===== config.mk =====
export PLATFORM = sky130hd
export DESIGN_NAME = sdpram_bist_ctrl
export DESIGN_NICKNAME = d
export VERILOG_FILES = /design/src/rtl/sdpram_bist_ctrl.sv
export SDC_FILE = /design/constraint.sdc
export NUM_CORES = 1
export LEC_CHECK = 0
export ABC_CLOCK_PERIOD_IN_PS = 12100
export BUFFER_PORTS_ARGS = -buffer_cell sky130_fd_sc_hd__buf_2
export CORE_MARGIN = 5
export CORE_UTILIZATION = 31
export DETAILED_ROUTE_END_ITERATION = 6
export PLACE_DENSITY_LB_ADDON = 0.05
export REMOVE_ABC_BUFFERS = 1
export SLEW_MARGIN = 0
export SYNTH_ARGS = -nofsm -noshare
export SYNTH_HDL_FRONTEND = slang
export SYNTH_SLANG_ARGS = --single-unit

===== constraint.sdc =====
create_clock -name wr_clk -period 12.1 [get_ports wr_clk]
set_input_delay 2.42 -clock wr_clk [delete_from_list [all_inputs] [get_ports wr_clk]]
set_output_delay 2.42 -clock wr_clk [all_outputs]
set_load 0.01 [all_outputs]

===== src/rtl/sdpram_bist_ctrl.sv =====
// March-free BIST driver for simple-dual-port RAMs: writes a pattern everywhere, reads it
// back through a latency-matched expectation pipe and records mismatches.
module sdpram_bist_ctrl #(
    parameter int unsigned ADDR_WIDTH    = 8,
    parameter int unsigned DATA_WIDTH    = 21,
    parameter int unsigned RD_LATENCY    = 1,
    parameter int unsigned ERR_CNT_WIDTH = 3
) (
    input  logic                     wr_clk,
    input  logic                     tb_wr_rst,
    input  logic                     start,
    input  logic [1:0]               mode,
    output logic                     ram_wr_en,
    output logic [ADDR_WIDTH-1:0]    ram_wr_addr,
    output logic [DATA_WIDTH-1:0]    ram_wr_data,
    output logic                     ram_rd_en,
    output logic [ADDR_WIDTH-1:0]    ram_rd_addr,
    input  logic [DATA_WIDTH-1:0]    ram_rd_data,
    output logic                     busy,
    output logic                     done,
    output logic                     pass,
    output logic [ERR_CNT_WIDTH-1:0] err_cnt,
    output logic [ADDR_WIDTH-1:0]    first_err_addr
);

    localparam int unsigned CW    = ADDR_WIDTH + 1;
    localparam int unsigned DEPTH = 1 << ADDR_WIDTH;

    localparam logic [CW-1:0]            LAST_ADDR  = CW'(DEPTH - 1);
    localparam logic [CW-1:0]            DRAIN_LAST = CW'(RD_LATENCY - 1);
    localparam logic [ERR_CNT_WIDTH-1:0] ERR_MAX    = '1;

    typedef enum logic [2:0] {
        StIdle,
        StWrite,
        StGap,
        StRead,
        StDrain,
        StDone
    } state_e;

    state_e          state_q;
    logic [CW-1:0]   cnt_q;
    logic [CW-1:0]   cnt_inc;
    logic [1:0]      mode_q;

    logic [RD_LATENCY-1:0]                 pipe_vld;
    logic [RD_LATENCY-1:0][ADDR_WIDTH-1:0] pipe_addr;
    logic [RD_LATENCY-1:0][DATA_WIDTH-1:0] pipe_exp;
    logic                                  mismatch;

    function automatic logic [DATA_WIDTH-1:0] pat(input logic [1:0] md,
                                                  input logic [ADDR_WIDTH-1:0] a);
        logic [DATA_WIDTH-1:0] p;
        p = '0;
        case (md)
            2'd0: p = {DATA_WIDTH{1'b1}} - DATA_WIDTH'(a);
            2'd1: p = DATA_WIDTH'(a);
            2'd2: begin
                for (int i = 0; i < int'(DATA_WIDTH); i++) begin
                    p[i] = ((i % 2) == 0) ^ a[0];
                end
            end
            default: p = DATA_WIDTH'(1) << (32'(a) % DATA_WIDTH);
        endcase
        return p;
    endfunction

    always_comb begin
        cnt_inc  = cnt_q + 1'b1;
        mismatch = pipe_vld[RD_LATENCY-1] && (ram_rd_data != pipe_exp[RD_LATENCY-1]);
    end

    // Expectation pipe: entry k holds the read issued k+1 cycles ago.
    always_ff @(posedge wr_clk or posedge tb_wr_rst) begin
        if (tb_wr_rst) begin
            pipe_vld  <= '0;
            pipe_addr <= '0;
            pipe_exp  <= '0;
        end else begin
            pipe_vld[0]  <= ram_rd_en;
            pipe_addr[0] <= ram_rd_addr;
            pipe_exp[0]  <= pat(mode_q, ram_rd_addr);
            for (int i = 1; i < int'(RD_LATENCY); i++) begin
                pipe_vld[i]  <= pipe_vld[i-1];
                pipe_addr[i] <= pipe_addr[i-1];
                pipe_exp[i]  <= pipe_exp[i-1];
            end
        end
    end

    always_ff @(posedge wr_clk or posedge tb_wr_rst) begin
        if (tb_wr_rst) begin
            state_q        <= StIdle;
            cnt_q          <= '0;
            mode_q         <= '0;
            ram_wr_en      <= 1'b0;
            ram_wr_addr    <= '0;
            ram_wr_data    <= '0;
            ram_rd_en      <= 1'b0;
            ram_rd_addr    <= '0;
            busy           <= 1'b0;
            done           <= 1'b0;
            pass           <= 1'b0;
            err_cnt        <= '0;
            first_err_addr <= '0;
        end else begin
            if (mismatch) begin
                if (err_cnt != ERR_MAX) begin
                    err_cnt <= err_cnt + 1'b1;
                end
                if (err_cnt == '0) begin
                    first_err_addr <= pipe_addr[RD_LATENCY-1];
                end
            end

            case (state_q)
                StIdle, StDone: begin
                    if (start) begin
                        state_q        <= StWrite;
                        mode_q         <= mode;
                        cnt_q          <= '0;
                        ram_wr_en      <= 1'b1;
                        ram_wr_addr    <= '0;
                        ram_wr_data    <= pat(mode, '0);
                        busy           <= 1'b1;
                        done           <= 1'b0;
                        pass           <= 1'b0;
                        err_cnt        <= '0;
                        first_err_addr <= '0;
                    end
                end
                StWrite: begin
                    if (cnt_q == LAST_ADDR) begin
                        state_q     <= StGap;
                        cnt_q       <= '0;
                        ram_wr_en   <= 1'b0;
                        ram_wr_addr <= '0;
                        ram_wr_data <= '0;
                    end else begin
                        cnt_q       <= cnt_inc;
                        ram_wr_addr <= cnt_inc[ADDR_WIDTH-1:0];
                        ram_wr_data <= pat(mode_q, cnt_inc[ADDR_WIDTH-1:0]);
                    end
                end
                StGap: begin
                    state_q     <= StRead;
                    cnt_q       <= '0;
                    ram_rd_en   <= 1'b1;
                    ram_rd_addr <= '0;
                end
                StRead: begin
                    if (cnt_q == LAST_ADDR) begin
                        state_q     <= StDrain;
                        cnt_q       <= '0;
                        ram_rd_en   <= 1'b0;
                        ram_rd_addr <= '0;
                    end else begin
                        cnt_q       <= cnt_inc;
                        ram_rd_addr <= cnt_inc[ADDR_WIDTH-1:0];
                    end
                end
                StDrain: begin
                    // The last compare lands in the final drain cycle, so fold it into pass.
                    if (cnt_q == DRAIN_LAST) begin
                        state_q <= StDone;
                        cnt_q   <= '0;
                        busy    <= 1'b0;
                        done    <= 1'b1;
                        pass    <= (err_cnt == '0) && !mismatch;
                    end else begin
                        cnt_q <= cnt_inc;
                    end
                end
                default: state_q <= StIdle;
            endcase
        end
    end

endmodule


After elaboration in Yosys (flattened, before gate mapping)
Cells that the tools add are included.
Storage, ports and cells
  bits in registers: 97
  input bits: 26
  output and inout port bits: 53
  logic and storage cells: 101
Operators by class
  add/subtract/negate cells: 4
  div/mod/pow operators: 2
  equality and inequality tests: 16
  shift-type cells: 2
  mux-type cells: 38
  bitwise gates (word level): 2
  reductions and logical operators: 21
Operators with widths (count)
  $pmux 21 s3: 3
  $mod 8x5->32 const B: 2
  $shl 1x32->21 const A: 2
  $mux 8: 6
  $mux 21: 2
  $pmux 21 s2: 1
  $pmux 9 s4: 1
  $pmux 8 s2: 2
  $mux 9: 3
  $mux 3: 8
  $ne 21x21->1: 1
  $sub 1x9->10 const A: 2
  $pmux 3 s5: 1
  $pmux 1 s2: 5
  $add 9x1->9 const B: 1
  $eq 9x8->1 const B: 1
  $logic_not 9->1: 1
  $ne 2x2->1 const B: 4
  $reduce_and 2->1: 4
  $eq 3x2->1 const B: 2
  $eq 3x3->1 const B: 2
  $logic_not 3->1: 2
  $mux 1: 6
  $reduce_and 3->1: 2
  other kinds (13): 21

Depth between registers and ports, before layout
  depth in word-level cells: 6
  depth in mapped cells: 28
  depth with buffers taken out: 26

Worst setup path after synthesis
Ideal clock, no wire load.
  path kind: flip-flop to flip-flop
  start: register ram_rd_addr[4]
  end: register pipe_exp[4] in the netlist's numbering
  setup time: 0.101 ns
  data arrival time: 6.760 ns
  slack: 5.239 ns
  cell stages (with the launch flop): 28
  path buffers: 2
  clock period less this slack: 6.861 ns
  cell sequence: dfrtp_1 inv_1 ha_1 o21ai_0 a21boi_1 o21ai_0 a21oi_1 o21ai_0 a21oi_1 xnor2_1 ha_1 or2_2 a32oi_1 nor4_1 a2111o_1 nor4_1 buf_2 xnor2_1 inv_1 ha_1 o21a_1 nor2_1 a21oi_1 or2_2 a2111oi_2 or3b_2 buf_2 o311ai_2
Between the ends
  word-level cells in the longest chain between the ends: 3
  elaborated cells on any way between the ends: 4
RTL lines
  start, declared: line 17  | output logic [ADDR_WIDTH-1:0] ram_rd_addr,
  start signal, assigned: line 160  | ram_rd_addr <= cnt_inc[ADDR_WIDTH-1:0];
  $mod 8x5->32: line 64  | default: p = DATA_WIDTH'(1) << (32'(a) % DATA_WIDTH);
  $shl 1x32->21: line 64
  $pmux 21 s3 (*): line 56  | case (md)
  end signal, assigned by index: line 87  | pipe_exp[i] <= pipe_exp[i-1];
  end, declared: line 49  | logic [RD_LATENCY-1:0][DATA_WIDTH-1:0] pipe_exp;
Mark *: on every way between the ends. The rest lies on a longest branch, timed or not.
A chain may end at the register's enable or synchronous reset.

Worst setup path after layout
  start: register cnt_q[0]
  end: register ram_wr_data[6]
Between the ends
  word-level cells in the longest chain between the ends: 6
  elaborated cells on any way between the ends: 9
RTL lines
  start, declared: line 43  | logic [CW-1:0] cnt_q;
  start signal, assigned: line 141  | cnt_q <= cnt_inc;
  start signal, assigned: line 159  | cnt_q <= cnt_inc;
  start signal, assigned: line 172  | cnt_q <= cnt_inc;
  $add 9x1->9: line 70  | cnt_inc = cnt_q + 1'b1;
  $mod 8x5->32: line 64
  $shl 1x32->21: line 64
  $pmux 21 s3: line 56
  $mux 21 (*): line 134  | if (cnt_q == LAST_ADDR) begin
  $pmux 21 s2 (*): line 117  | case (state_q)
  end signal, assigned: line 125  | ram_wr_data <= pat(mode, '0);
  end signal, assigned: line 143  | ram_wr_data <= pat(mode_q, cnt_inc[ADDR_WIDTH-1:0]);
  end, declared: line 15  | output logic [DATA_WIDTH-1:0] ram_wr_data,
Marked as above.

==> impl_summary.txt <==
----------------------------------------------------
[Yosys]
  Syn_area_per_cell ... 8.46 µm²
  Netlist Area Pre-Place ... 7670 µm²
  Dominant combinational cell family by area after synthesis ... compound AO/OA/AOI/OAI gates
  Main flop type after synthesis ... dfrtp_1
  Synthesis warning total ... 0
  EDFF count, synth ... 0
  Register bit total from synthesis ... 97
  Register area share after synthesis ... 0.316
  Instance count of the mapped netlist ... 907
  Xor/xnor share of the synthesized area ... 0.0819
  Fraction of the mapped netlist area in compound gates ... 0.275
  Post-synthesis share of cell area spent on and, or, nand and nor gates ... 0.209
  Post-synth cell types ... 89
  Async S/R FF share, synth ... 1.00
  Synthesized-area fraction occupied by adder cells ... 0.0352
  Multiplexer area fraction after synthesis ... 0.0419

[Routing]
  Average detailed-routed wire length per instance ... 19.4 µm
  Overall via count from detail_route ... 7134
  Router iterations before antenna repair ... 5
  Post-route ant nets ... 0
  Final Routed Wirelength ... 25.0 mm
  DRC violations left ... 0
  Detailed-route vias per instance ... 5.53
  DRC marker count from the first detailed-route iteration ... 405

[Min path]
  Type of the worst min-delay path ... reg -> reg
  Startpoint of the lowest-slack hold path ... ram_rd_en
  Cell depth of the worst min-delay path ... 0
  Hold Path End ... pipe_vld

[Placed design]
  Total cell area at the placement stage ... 8340 µm²
  Routability-driven placement congestion ratio ... 0.820
  Buffers on Ports ... 78
  Hpwl dp ... 18.9 mm

[Worst setup path]
  Worst endpoint required time ... 12350 ps
  Class of the most critical setup path ... reg -> reg
  Reg2reg start ... cnt_q[0]
  Path depth of the worst reg2reg path ... 24
  Reg-to-reg slack, setup ... 3400 ps
  Highest net fanout along the worst path ... 15
  Startpoint Class ... flip-flop
  Critical R2R Capture ... ram_wr_data[6]
  Arrival time at the worst endpoint ... 8950 ps
  Kind of end point of the critical path ... flip-flop

[Global routing]
  Total global-route track usage ... 0.175
  Largest net degree at the start of global routing ... 67
  Wire length of the first global-routing pass ... 40.1 mm
  Via count of the first global-routing pass ... 7149
  Antenna violations before repair ... 0
  Total overflow reported by the global router ... 0

[STA]
  Slew of the pin with the lowest slew margin ... 1000 ps
  Max Clock Skew ... 11.9 ps
  Highest clock rate ... 0.115 GHz
  Total Negative Setup Slacks ... 0 ps
  Crit share post-route ... 0.719
  Remaining max-slew budget at the tightest pin ... 0.326
  RSZ-0062 raised after global routing ... no
  Final critical path time including I/O delays and setup ... 8700 ps
  Final Max Slew Viols ... 0
  Final setup violation count ... 0
  Final hold vios ... 0

[Clock network]
  Number of sinks handled by clock tree synthesis ... 97
  Clock Path Buffers ... 2
  CTS clk-pin slew, worst paths ... 70 ps
  Number of buffers created by CTS ... 9
  Buffers inserted by post-CTS timing repair ... 0
  Post_cts resized ... 0
  Insertion delay to the later sink of the worst-skew pair ... 350 ps
  Maximum level of the CTS H-tree ... 3
  Cts-stage hold buffer count ... 0
  Clock tree root buffer cell ... clkbuf_16
  CTS tree ... built

[Final layout]
  Antenna diode count ... 0
  Final net count ... 1007
  Sequential cell area ... 2430 µm²
  Fillcell total ... 2597
  Share of layout cells above drive strength 1 ... 0.160
  Final Instance Area ... 8670 µm²
  Layout overhead on the synthesized area ... 13.0%
  Area of the multi-input gates ... 4930 µm²

[Die]
  Row cnt ... 57
  Floorplan die area ... 28000 µm²
  Num ports ... 79
  Die extent in y ... 167 µm
  Die Span X ... 167 µm
  Initial Utilization ... 0.315
  Floorplan Core Area ... 24300 µm²

[Run]
  Maxcap violations ... 0

[Outcome]
  Run status ... finished clean

----------------------------------------------------
[metal layers]
layer	share of wire	vias up	GRT usage	wire, µm
li1	-	3498	-	-
met1	0.44	3485	0.222	11100
met2	0.51	119	0.316	12900
met3	0.022	32	0.0177	553
met4	0.020	0	0.0490	505
met5	0	-	0	0
[layout make-up]
class,instances,share of cell area
multi-input combinational,736,0.569
clock buffer,10,0.0264
clock inverter,6,0.0110
tap,324,0.0468
timing repair buffer,88,0.0537
sequential,97,0.280
inverter,29,0.0128
[sequential cells by signal, summed over array words and instances, names as in the netlist, 2 cells and up]
signal and count:
ram_rd_addr 8, ram_wr_data 21, first_err_addr 8, pipe_exp 21, ram_wr_addr 8, pipe_addr 8, state_q 3, err_cnt 3
mode_q 2, cnt_q 9
[critical path: stages (launching register included)]
cell and delay (ps):
dfrtp_1 790, ha_1 590, nand3_1 240, xnor2_2 420, inv_1 320, ha_1 310
o22ai_1 700, nand2_1 160, ha_1 380, o21ai_1 470, o211ai_1 310, nor2_1 160
nor2_1 100, ha_1 210, o221a_2 240, o221ai_1 170, o221ai_2 210, a211oi_4 640
mux2_2 460, a21oi_4 190, o211ai_2 180, a211o_1 390, nor4_4 470, nand3_1 150
a221oi_1 320
[synthesized netlist by cell type (all sizes together) (3+ instances only)]
library cell | count | area share
a2111oi | 7 | 0.011
a211o | 7 | 0.0080
a211oi | 11 | 0.014
a21o | 11 | 0.011
a21oi | 49 | 0.033
a221oi | 9 | 0.010
a31oi | 12 | 0.0098
a41oi | 5 | 0.0057
and2 | 9 | 0.0073
and3 | 6 | 0.0049
and4 | 3 | 0.0034
buf | 15 | 0.012
clkbuf | 30 | 0.015
dfrtp | 97 | 0.32
ha | 20 | 0.033
inv | 27 | 0.013
mux2 | 7 | 0.010
mux2i | 23 | 0.032
nand2 | 82 | 0.042
nand2b | 7 | 0.0057
nand3 | 34 | 0.022
nand3b | 5 | 0.0049
nand4 | 13 | 0.011
nor2 | 80 | 0.039
nor2b | 7 | 0.0057
nor3 | 28 | 0.018
nor4 | 11 | 0.011
o211a | 3 | 0.0039
o211ai | 21 | 0.021
o21a | 14 | 0.014
o21ai | 85 | 0.055
o221ai | 4 | 0.0054
o22ai | 7 | 0.0057
o311ai | 4 | 0.0055
o31a | 5 | 0.0057
o31ai | 15 | 0.015
o41ai | 5 | 0.0057
or2 | 10 | 0.0082
or3 | 6 | 0.0055
or3b | 4 | 0.0046
or4 | 3 | 0.0039
xnor2 | 36 | 0.044
xor2 | 28 | 0.032
[kinds of logic after synthesis]
kind of cell / after synthesis
buf+inv: 74
flops: 97
fa+ha+maj: 22
mux: 30
simple gates: 316
compound gates: 302
xor+xnor: 66
[layout by cell type (no fill, tap or decap), types with 8 or more instances in the layout]
cell type and count:
clkbuf_16 9, nand4_1 13, buf_2 78, inv_1 26, or2_2 10, mux2i_1 22, nand2_1 80, nand3_1 34
a211oi_1 8, nor2_1 80, a21oi_1 48, ha_1 20, and2_1 8, a31oi_1 12, o21a_1 14, xor2_1 28
o21ai_0 80, a221oi_1 9, o211ai_1 20, xnor2_1 33, dfrtp_1 97, a21o_1 11, o31ai_1 15, buf_4 10
nor3_1 28, nor4_1 10
[worst max-delay path by stage]
stage                           to  slack (ps)            from  cells after the start
floorplan              pipe_exp[4]        4490  ram_rd_addr[4]                     25
global placement    ram_wr_data[6]        3440        cnt_q[0]                     24
detailed placement  ram_wr_data[1]        3450        cnt_q[0]                     24
CTS                 ram_wr_data[6]        3440        cnt_q[0]                     24
global route        ram_wr_data[2]        2580        cnt_q[0]                     24
finish              ram_wr_data[6]        3400        cnt_q[0]                     24
[stage by stage]
| step | setup WS [ps] | util | std cells | hold slack (ps) |
|---|---|---|---|---|
| after floorplan | 4490 | - | 862 | 429 |
| after global placement | 3440 | 0.343 | 1274 | 465 |
| after detailed placement | 3450 | 0.343 | 1274 | 467 |
| after CTS | 3440 | 0.356 | 1290 | 485 |
| after global routing | 2580 | 0.356 | 1290 | 488 |
| final | 3400 | 0.356 | 1290 | 453 |
Power is left out: the tool's default activity adds up to more than one toggle a clock period on the data nets, which glitch-free logic cannot reach.
